$ cat config.mk
export PLATFORM = sky130hd
export DESIGN_NAME = cpu_qsys_sysid_reader
export DESIGN_NICKNAME = d
export VERILOG_FILES = /design/src/rtl/cpu_qsys_sysid_reader.sv
export SDC_FILE = /design/constraint.sdc
export NUM_CORES = 1
export LEC_CHECK = 0
export ABC_CLOCK_PERIOD_IN_PS = 2500
export BUFFER_PORTS_ARGS = -buffer_cell sky130_fd_sc_hd__buf_2
export CORE_ASPECT_RATIO = 1.25
export CORE_MARGIN = 4
export CORE_UTILIZATION = 50
export CTS_CLUSTER_SIZE = 10
export DETAILED_ROUTE_END_ITERATION = 8
export GPL_TIMING_DRIVEN = 0
export PLACE_DENSITY = 0.78
export SYNTH_ARGS = -nofsm -noshare
export SYNTH_HDL_FRONTEND = slang
export SYNTH_SLANG_ARGS = --single-unit
$ cat constraint.sdc
create_clock -name clock_i -period 2.5 [get_ports clock_i]
set_input_delay 0.5 -clock clock_i [delete_from_list [all_inputs] [get_ports clock_i]]
set_output_delay 0.5 -clock clock_i [all_outputs]
set_load 0.005 [all_outputs]
$ cat src/rtl/cpu_qsys_sysid_reader.sv
// cpu_qsys_sysid_reader: Avalon-MM read master that checks the sysid slave.
// It reads word 0 (system ID), then word 1 (timestamp), compares each with its
// expected value and holds a pass/fail/timeout verdict until the next start.
//
// Ports
//   clock_i              system clock
//   reset_ni             asynchronous active-low reset
//   start_i              begin a check (ignored while busy)
//   avm_address_o        word address (0 = ID, 1 = timestamp)
//   avm_read_o           read request, held until accepted
//   avm_waitrequest_i    slave stall
//   avm_readdata_i       read data
//   avm_readdatavalid_i  read data strobe
//   busy_o               check in progress
//   done_o               verdict valid
//   id_ok_o / ts_ok_o    captured words equal their expected values
//   timeout_err_o        a read did not complete within TIMEOUT_CYCLES
//   id_value_o           captured ID word
//   ts_value_o           captured timestamp word
module cpu_qsys_sysid_reader #(
  parameter logic [31:0] EXPECTED_ID        = 32'h0000_0000,
  parameter logic [31:0] EXPECTED_TIMESTAMP = 32'h5A66_D431,
  parameter int unsigned TIMEOUT_CYCLES     = 255,
  parameter bit          AUTO_START         = 1'b1
) (
  input  logic        clock_i,
  input  logic        reset_ni,
  input  logic        start_i,
  output logic        avm_address_o,
  output logic        avm_read_o,
  input  logic        avm_waitrequest_i,
  input  logic [31:0] avm_readdata_i,
  input  logic        avm_readdatavalid_i,
  output logic        busy_o,
  output logic        done_o,
  output logic        id_ok_o,
  output logic        ts_ok_o,
  output logic        timeout_err_o,
  output logic [31:0] id_value_o,
  output logic [31:0] ts_value_o
);

  typedef enum logic [2:0] {StIdle, StRdId, StWtId, StRdTs, StWtTs, StDone} state_e;

  localparam logic [15:0] TimeoutLimit = 16'(TIMEOUT_CYCLES);

  state_e      state_q, state_d;
  logic [15:0] cnt_q, cnt_d;
  logic        auto_q, auto_d;
  logic        id_ok_q, id_ok_d;
  logic        ts_ok_q, ts_ok_d;
  logic        timeout_q, timeout_d;
  logic [31:0] id_value_q, id_value_d;
  logic [31:0] ts_value_q, ts_value_d;

  logic        in_rd, in_wt, accept, capture, expired;
  logic [15:0] cnt_inc;

  always_comb begin
    in_rd   = (state_q == StRdId) || (state_q == StRdTs);
    in_wt   = (state_q == StWtId) || (state_q == StWtTs);
    accept  = in_rd && !avm_waitrequest_i;
    // Responses are only taken while a read of ours is in flight; strays are dropped.
    capture = (accept || in_wt) && avm_readdatavalid_i;
    cnt_inc = cnt_q + 16'd1;
    expired = (in_rd || in_wt) && (cnt_inc >= TimeoutLimit);
  end

  always_comb begin
    state_d    = state_q;
    cnt_d      = cnt_q;
    auto_d     = auto_q;
    id_ok_d    = id_ok_q;
    ts_ok_d    = ts_ok_q;
    timeout_d  = timeout_q;
    id_value_d = id_value_q;
    ts_value_d = ts_value_q;

    if (in_rd || in_wt) cnt_d = cnt_inc;

    case (state_q)
      StIdle, StDone: begin
        if (start_i || (auto_q && state_q == StIdle)) begin
          state_d    = StRdId;
          cnt_d      = '0;
          auto_d     = 1'b0;
          id_ok_d    = 1'b0;
          ts_ok_d    = 1'b0;
          timeout_d  = 1'b0;
          id_value_d = '0;
          ts_value_d = '0;
        end
      end
      StRdId, StWtId: begin
        // Capture has priority over a timeout expiring in the same cycle.
        if (capture) begin
          id_value_d = avm_readdata_i;
          id_ok_d    = (avm_readdata_i == EXPECTED_ID);
          state_d    = StRdTs;
          cnt_d      = '0;
        end else if (expired) begin
          timeout_d = 1'b1;
          state_d   = StDone;
        end else if (accept) begin
          state_d = StWtId;
        end
      end
      StRdTs, StWtTs: begin
        if (capture) begin
          ts_value_d = avm_readdata_i;
          ts_ok_d    = (avm_readdata_i == EXPECTED_TIMESTAMP);
          state_d    = StDone;
        end else if (expired) begin
          timeout_d = 1'b1;
          state_d   = StDone;
        end else if (accept) begin
          state_d = StWtTs;
        end
      end
      default: state_d = StIdle;
    endcase
  end

  always_ff @(posedge clock_i or negedge reset_ni) begin
    if (!reset_ni) begin
      state_q    <= StIdle;
      cnt_q      <= '0;
      auto_q     <= AUTO_START;
      id_ok_q    <= 1'b0;
      ts_ok_q    <= 1'b0;
      timeout_q  <= 1'b0;
      id_value_q <= '0;
      ts_value_q <= '0;
    end else begin
      state_q    <= state_d;
      cnt_q      <= cnt_d;
      auto_q     <= auto_d;
      id_ok_q    <= id_ok_d;
      ts_ok_q    <= ts_ok_d;
      timeout_q  <= timeout_d;
      id_value_q <= id_value_d;
      ts_value_q <= ts_value_d;
    end
  end

  // Bus controls decode straight from state so an async reset drops the read at once.
  assign avm_read_o    = in_rd;
  assign avm_address_o = (state_q == StRdTs);
  assign busy_o        = in_rd || in_wt;
  assign done_o        = (state_q == StDone);
  assign id_ok_o       = id_ok_q;
  assign ts_ok_o       = ts_ok_q;
  assign timeout_err_o = timeout_q;
  assign id_value_o    = id_value_q;
  assign ts_value_o    = ts_value_q;

endmodule

==> results of run 1 <==
placed cells by master, fill, tap and decap left out, types with 7 or more instances in the layout:
| cell type | count |
|---|---|
| o21ai_0 | 31 |
| nand2_1 | 143 |
| o21ai_1 | 8 |
| buf_2 | 122 |
| nand3_1 | 44 |
| dfrtp_1 | 86 |
| clkbuf_8 | 9 |
| nor2_1 | 32 |
| nor3_1 | 7 |
| clkbuf_1 | 11 |
| nand4_1 | 14 |
| xor2_1 | 12 |
| nand2b_1 | 7 |
| nor4_1 | 11 |
per-layer routing:
metal	global-route usage [%]	share of wire (%)
met5	0	0
met4	12.6	3.9
met3	4.07	5.5
met1	28.7	41
met2	38.9	50
sequential cells by signal, indices dropped and copies added, names as in the netlist:
name	cells
auto_q	1
cnt_q	16
id_ok_o	1
id_value_o	32
state_q	3
timeout_err_o	1
ts_ok_o	1
ts_value_o	32
Yosys cell counts:
cell type	instances
a41oi_1	1
nor2b_1	2
o211ai_1	2
o21ai_0	31
buf_2	17
inv_1	4
dfrtp_1	86
mux2_4	1
nand4_4	1
nand2b_1	7
buf_6	1
o31ai_2	1
nand2_1	143
nor2_1	33
or4_4	1
a21boi_1	1
clkbuf_1	14
and2_1	1
a21oi_1	5
buf_4	4
nor4b_1	1
nor4_1	11
xor2_1	12
o21ai_1	9
or3_1	2
a32oi_1	1
and4_1	4
a31oi_1	4
o2bb2ai_1	1
ha_1	2
or4_1	1
and3_1	3
xnor2_1	6
dfstp_2	1
nor3_1	7
nand4_1	14
nand3_4	1
o21ai_2	1
o221ai_1	1
or2_2	1
or3b_1	1
a311oi_1	1
a211oi_1	4
nand3_1	44
final cells by class:
class	instances	area, µm²	area share (%)
Inverter	4	15.0	0.292
Buffer	36	184	3.58
Timing Repair Buffer	108	566	11.0
Clock buffer	9	124	2.41
Tap cell	97	121	2.36
Multi-Input combinational cell	362	1880	36.6
Clock inverter	7	71.3	1.39
Sequential cell	87	2180	42.4
stage by stage:
step / total power (µW) / std cells / worst slack, ns
2_1_floorplan: 3480 / 489 / 0.212
3_3_place_gp: 4300 / 693 / 0.0567
3_5_place_dp: 4380 / 694 / -0.0173
4_1_cts: 5370 / 710 / 0.0562
5_1_grt: 5830 / 710 / -0.0561
6_report: 5370 / 710 / 0.0921
logic make-up (layout without fill, tap and decap cells):
group | after synthesis | count (layout)
compound gates | 63 | 63
xor+xnor | 18 | 18
fa+ha+maj | 2 | 2
buf+inv | 40 | 164
flops | 87 | 87
mux | 1 | 1
simple gates | 278 | 278
worst min-delay path by stage:
stage | start | end | slack, ns
CTS | reset_ni | id_value_o[28] | 0.006
detailed placement | reset_ni | id_value_o[28] | 0.40
global route | reset_ni | id_value_o[29] | 0.01
global placement | id_value_o[21] | id_value_o[21] | 0.45
floorplan | reset_ni | cnt_q[0] | 0.20
finish | reset_ni | id_value_o[28] | 0.007
worst max-delay path, delay by kind of cell (launching register included):
kind | cells | cell delay (ns)
AND/OR/NAND/NOR | 1 | 0.21
XOR/XNOR | 1 | 0.19
buffers and inverters | 4 | 0.77
flip-flops | 1 | 0.38
where the power goes:
part | internal, µW | switching, µW
logic | 857 | 1590
clock network | 463 | 521
registers | 1750 | 196
total | 3070 | 2300
==> qor.txt, run 1 <==
Outcome -> finished, final reports clean
Pwr per Cell Area -> 1040 nW/µm²
Synth Area in XOR/XNOR -> 3.74%
Max Cap Viol -> 0
Worst EP arrival -> 1.91 ns
Syn Inst Count -> 489
Post-synthesis simple-gate area fraction -> 30.4%
Cts hold-fix bufs -> 0
Seq/Total Area, Yosys -> 51.6%
Setup TNS -> 0 ns
Vias/cell -> 5.53
Syn-to-layout area delta -> 21.8%
Peak VDD IR -> 0.458 mV
Syn Std Cell Area -> 4220 µm²
Wire per inst -> 15.7 µm
CTS Root Cell -> clkbuf_8
Cell Chain, Critical Path -> buf_2 > buf_2 > nor2_1 > xnor2_2 > clkbuf_4 > buf_2
Drt total wl -> 11100 µm
Reg clk slew, reported paths -> 0.09 ns
Layout cells sized above 1 -> 26.4%
Setup crit start -> state_q[0]
Syn_area_per_cell -> 8.63 µm²
RR Startpoint -> state_q[0]
Num CTS Buffers -> 9
Initial antenna violation count -> 0
Distinct cells, synth -> 44
R2r setup slk -> 0.17 ns
Clock sink count -> 87
Total GRT Usage -> 23.3%
Worst Hold Class -> primary input to asynchronous set/reset pin
CTS tree -> done
Clk_skew -> 0.00898 ns
Most used cell, CP -> buf_2
Vias in the first global route -> 3909
Drc violations -> 0
Nets -> 647
Fin area -> 5140 µm²
1st-iter DRT viols -> 288
Top cell type by total area after synthesis -> dfrtp_1
Final max-slew violation count -> 0
RD Place Congestion -> 0.894
Placed inst area -> 4910 µm²
FP Rows -> 37
Crit path time final -> 2.41 ns
Mux contribution to synthesized area -> 0.356%
Worst Path Required -> 2.00 ns
Post-layout util -> 62.4%
Hold slack -> 0.00672 ns
Filler cells -> 696
LEAKAGE -> 0.00264 µW
R2R cell count -> 10
Top cells by area, synth -> dfrtp_1 (51%), nand2_1 (13%), nand3_1 (5.2%)
Largest family of logic cells by synthesized area -> simple AND/OR/NAND/NOR gates
Final Setup Violations -> 0
Die Wd -> 90.2 µm
Port bufs -> 107
Warnings, synthesis -> 0
Syn_nets -> 528
Die area -> 9980 µm²
Placeable Area -> 8240 µm²
Via count -> 3928
Number of diodes -> 0
CP endpoint kind -> output pin
Adder-cell share of the synthesized area -> 0.593%
Die H -> 111 µm
CTS Buffer Depth -> 2
Fin. Hold Viols -> 0
Least-Margin Pin Slew -> 0.696 ns
CP max FO -> 10
Hpwl dp -> 8330 µm
Initial Util -> 51.2%
CP max stage delay -> 0.38 ns
Post-CTS setup repair buffer count -> 0
Final period utilization -> 96.3%
Top Ports -> 108
First-pass GRT wire length -> 19000 µm
Max stage delay cell, worst path -> dfrtp_1
Crit Reg-Reg Endpoint -> cnt_q[13]
TritonRoute pass-1 iters -> 4
Largest net degree at the start of global routing -> 70
CTS resizes -> 3
Clk_lat worst skew -> 0.36 ns
Post-DRT Antenna Nets -> 0
Htree depth -> 3
Fmax -> 0.415 GHz
Slew margin rel. -> 53.6%
Critical path class -> register to output pin
Yosys top cell area share -> 51.0%
Flip-flop and latch count after synthesis -> 87
CP endpoint -> busy_o
Post-synthesis compound-gate area fraction -> 8.72%
Grt total ovfl -> 0
Crit start category -> register
Note: power is estimated with default switching activity, not from simulation.
==> inputs of run 2 (changes only) <==
--- a/config.mk
+++ b/config.mk
@@ -13,6 +13,7 @@
 export CTS_CLUSTER_SIZE = 10
 export DETAILED_ROUTE_END_ITERATION = 8
 export GPL_TIMING_DRIVEN = 0
+export MAX_ROUTING_LAYER = met4
 export PLACE_DENSITY = 0.78
 export SYNTH_ARGS = -nofsm -noshare
 export SYNTH_HDL_FRONTEND = slang
==> qor.txt, run 2 (synthesized netlist as in run 1, its figures left out) <==
Min setup slack post-route -> 0.0940 ns
Final Setup Violations -> 0
Placeable Area -> 8240 µm²
Drt total wl -> 11200 µm
Pwr per Cell Area -> 1040 nW/µm²
Least-Margin Pin Slew -> 0.718 ns
Max Cap Viol -> 0
Slew margin rel. -> 52.2%
Top Ports -> 108
Vias in the first global route -> 3902
CTS tree -> done
1st-iter DRT viols -> 282
Htree depth -> 3
Number of diodes -> 0
Post-CTS setup repair buffer count -> 0
Fin. Hold Viols -> 0
Drc violations -> 0
Syn-to-layout area delta -> 21.8%
Total GRT Usage -> 24.0%
Cts hold-fix bufs -> 0
Post-DRT Antenna Nets -> 0
Crit start category -> register
Most frequent cells in the layout -> nand2_1 (143), buf_2 (122), dfrtp_1 (86)
Die H -> 111 µm
TritonRoute pass-1 iters -> 4
Setup crit start -> state_q[0]
Vias/cell -> 5.52
Nets -> 647
Clk_skew -> 0.00974 ns
Clock sink count -> 87
Worst Path Required -> 2.00 ns
RR Startpoint -> state_q[0]
Die Wd -> 90.2 µm
Critical path class -> register to output pin
Worst Hold Class -> primary input to asynchronous set/reset pin
Grt total ovfl -> 0
Placed inst area -> 4910 µm²
Hpwl dp -> 8330 µm
Crit path time final -> 2.41 ns
LEAKAGE -> 0.00264 µW
Hold slack -> 0.00597 ns
Die area -> 9980 µm²
Clk_lat worst skew -> 0.37 ns
FP Rows -> 37
Setup WS pre-CTS -> -0.0173 ns
Worst EP arrival -> 1.91 ns
Dpl cells -> 694
Reg clk slew, reported paths -> 0.09 ns
Peak VDD IR -> 0.457 mV
Initial antenna violation count -> 0
CP endpoint kind -> output pin
First-pass GRT wire length -> 19000 µm
Layout cells sized above 1 -> 26.4%
Port bufs -> 107
Commonest non-fill, non-tap cell in the layout -> nand2_1
Post-route insts no fill -> 710
Largest net degree at the start of global routing -> 70
Final max-slew violation count -> 0
Outcome -> finished, final reports clean
CP max FO -> 10
Initial Util -> 51.2%
Fmax -> 0.416 GHz
Via count -> 3922
Wire per inst -> 15.8 µm
CTS Root Cell -> clkbuf_8
Fin area -> 5140 µm²
CTS Buffer Depth -> 2
RD Place Congestion -> 0.909
Num CTS Buffers -> 9
Final period utilization -> 96.2%
run 2: cell counts in the layout (fill, tap and decap cells not counted):
Identical to the previous run, type by type.
run 2: power breakdown:
group,internal (µW),total (µW),switching (µW)
registers,1750,1940,196
logic,857,2450,1590
clock network,463,981,518
run 2: layout make-up:
| cell class | count | area [µm²] |
|---|---|---|
| fill | 696 | 3100 |
| buffer | 36 | 184 |
| timing repair buffer | 108 | 566 |
| tap | 97 | 121 |
| clock inverter | 7 | 71.3 |
| clock buffer | 9 | 124 |
| inverter | 4 | 15.0 |
| multi-input combinational | 362 | 1880 |
| sequential | 87 | 2180 |
run 2: timing repair:
| item | 4_1_cts | 5_1_grt |
|---|---|---|
| cloned | 0 | 0 |
| endpoints found under the setup margin | 2 | 59 |
| hold endpoints to repair | 0 | 0 |
| gates resized for setup | 3 | 9 |
run 2: final timing paths:
path	endpoint	slack (ns)	cells after the start
worst min register to register	id_value_o[22]	0.46	2
min in group clock_i	ts_value_o[26]	0.39	3
worst max register to register	cnt_q[13]	0.16	10
max in group asynchronous	cnt_q[5]	1.86	2
worst min-delay path	id_value_o[28]	0.006	1
worst max-delay path	busy_o	0.09	6
run 2: routing by layer:
layer / global-route usage (%) / vias to the layer above / share of wire (%)
met1: 28.6 / 1869 / 41
met5: - / - / 0
met2: 39.1 / 125 / 50
li1: - / 1898 / -
met4: 12.6 / 0 / 3.7
met3: 4.07 / 30 / 5.0
run 2: stage by stage:
stage	utilization (%)	setup TNS, ns	power [µW]
global placement	59.2	0	4300
finish	62.4	0	5370
global route	62.4	-0.401	5830
floorplan	-	0	3480
detailed placement	59.6	-0.0173	4380
CTS	62.1	0	5370
run 2: critical path, cell delays in order, from the launching register on:
cell	delay [ns]
dfrtp_1	0.38
buf_2	0.16
buf_2	0.19
nor2_1	0.21
xnor2_2	0.19
clkbuf_4	0.28
buf_2	0.14
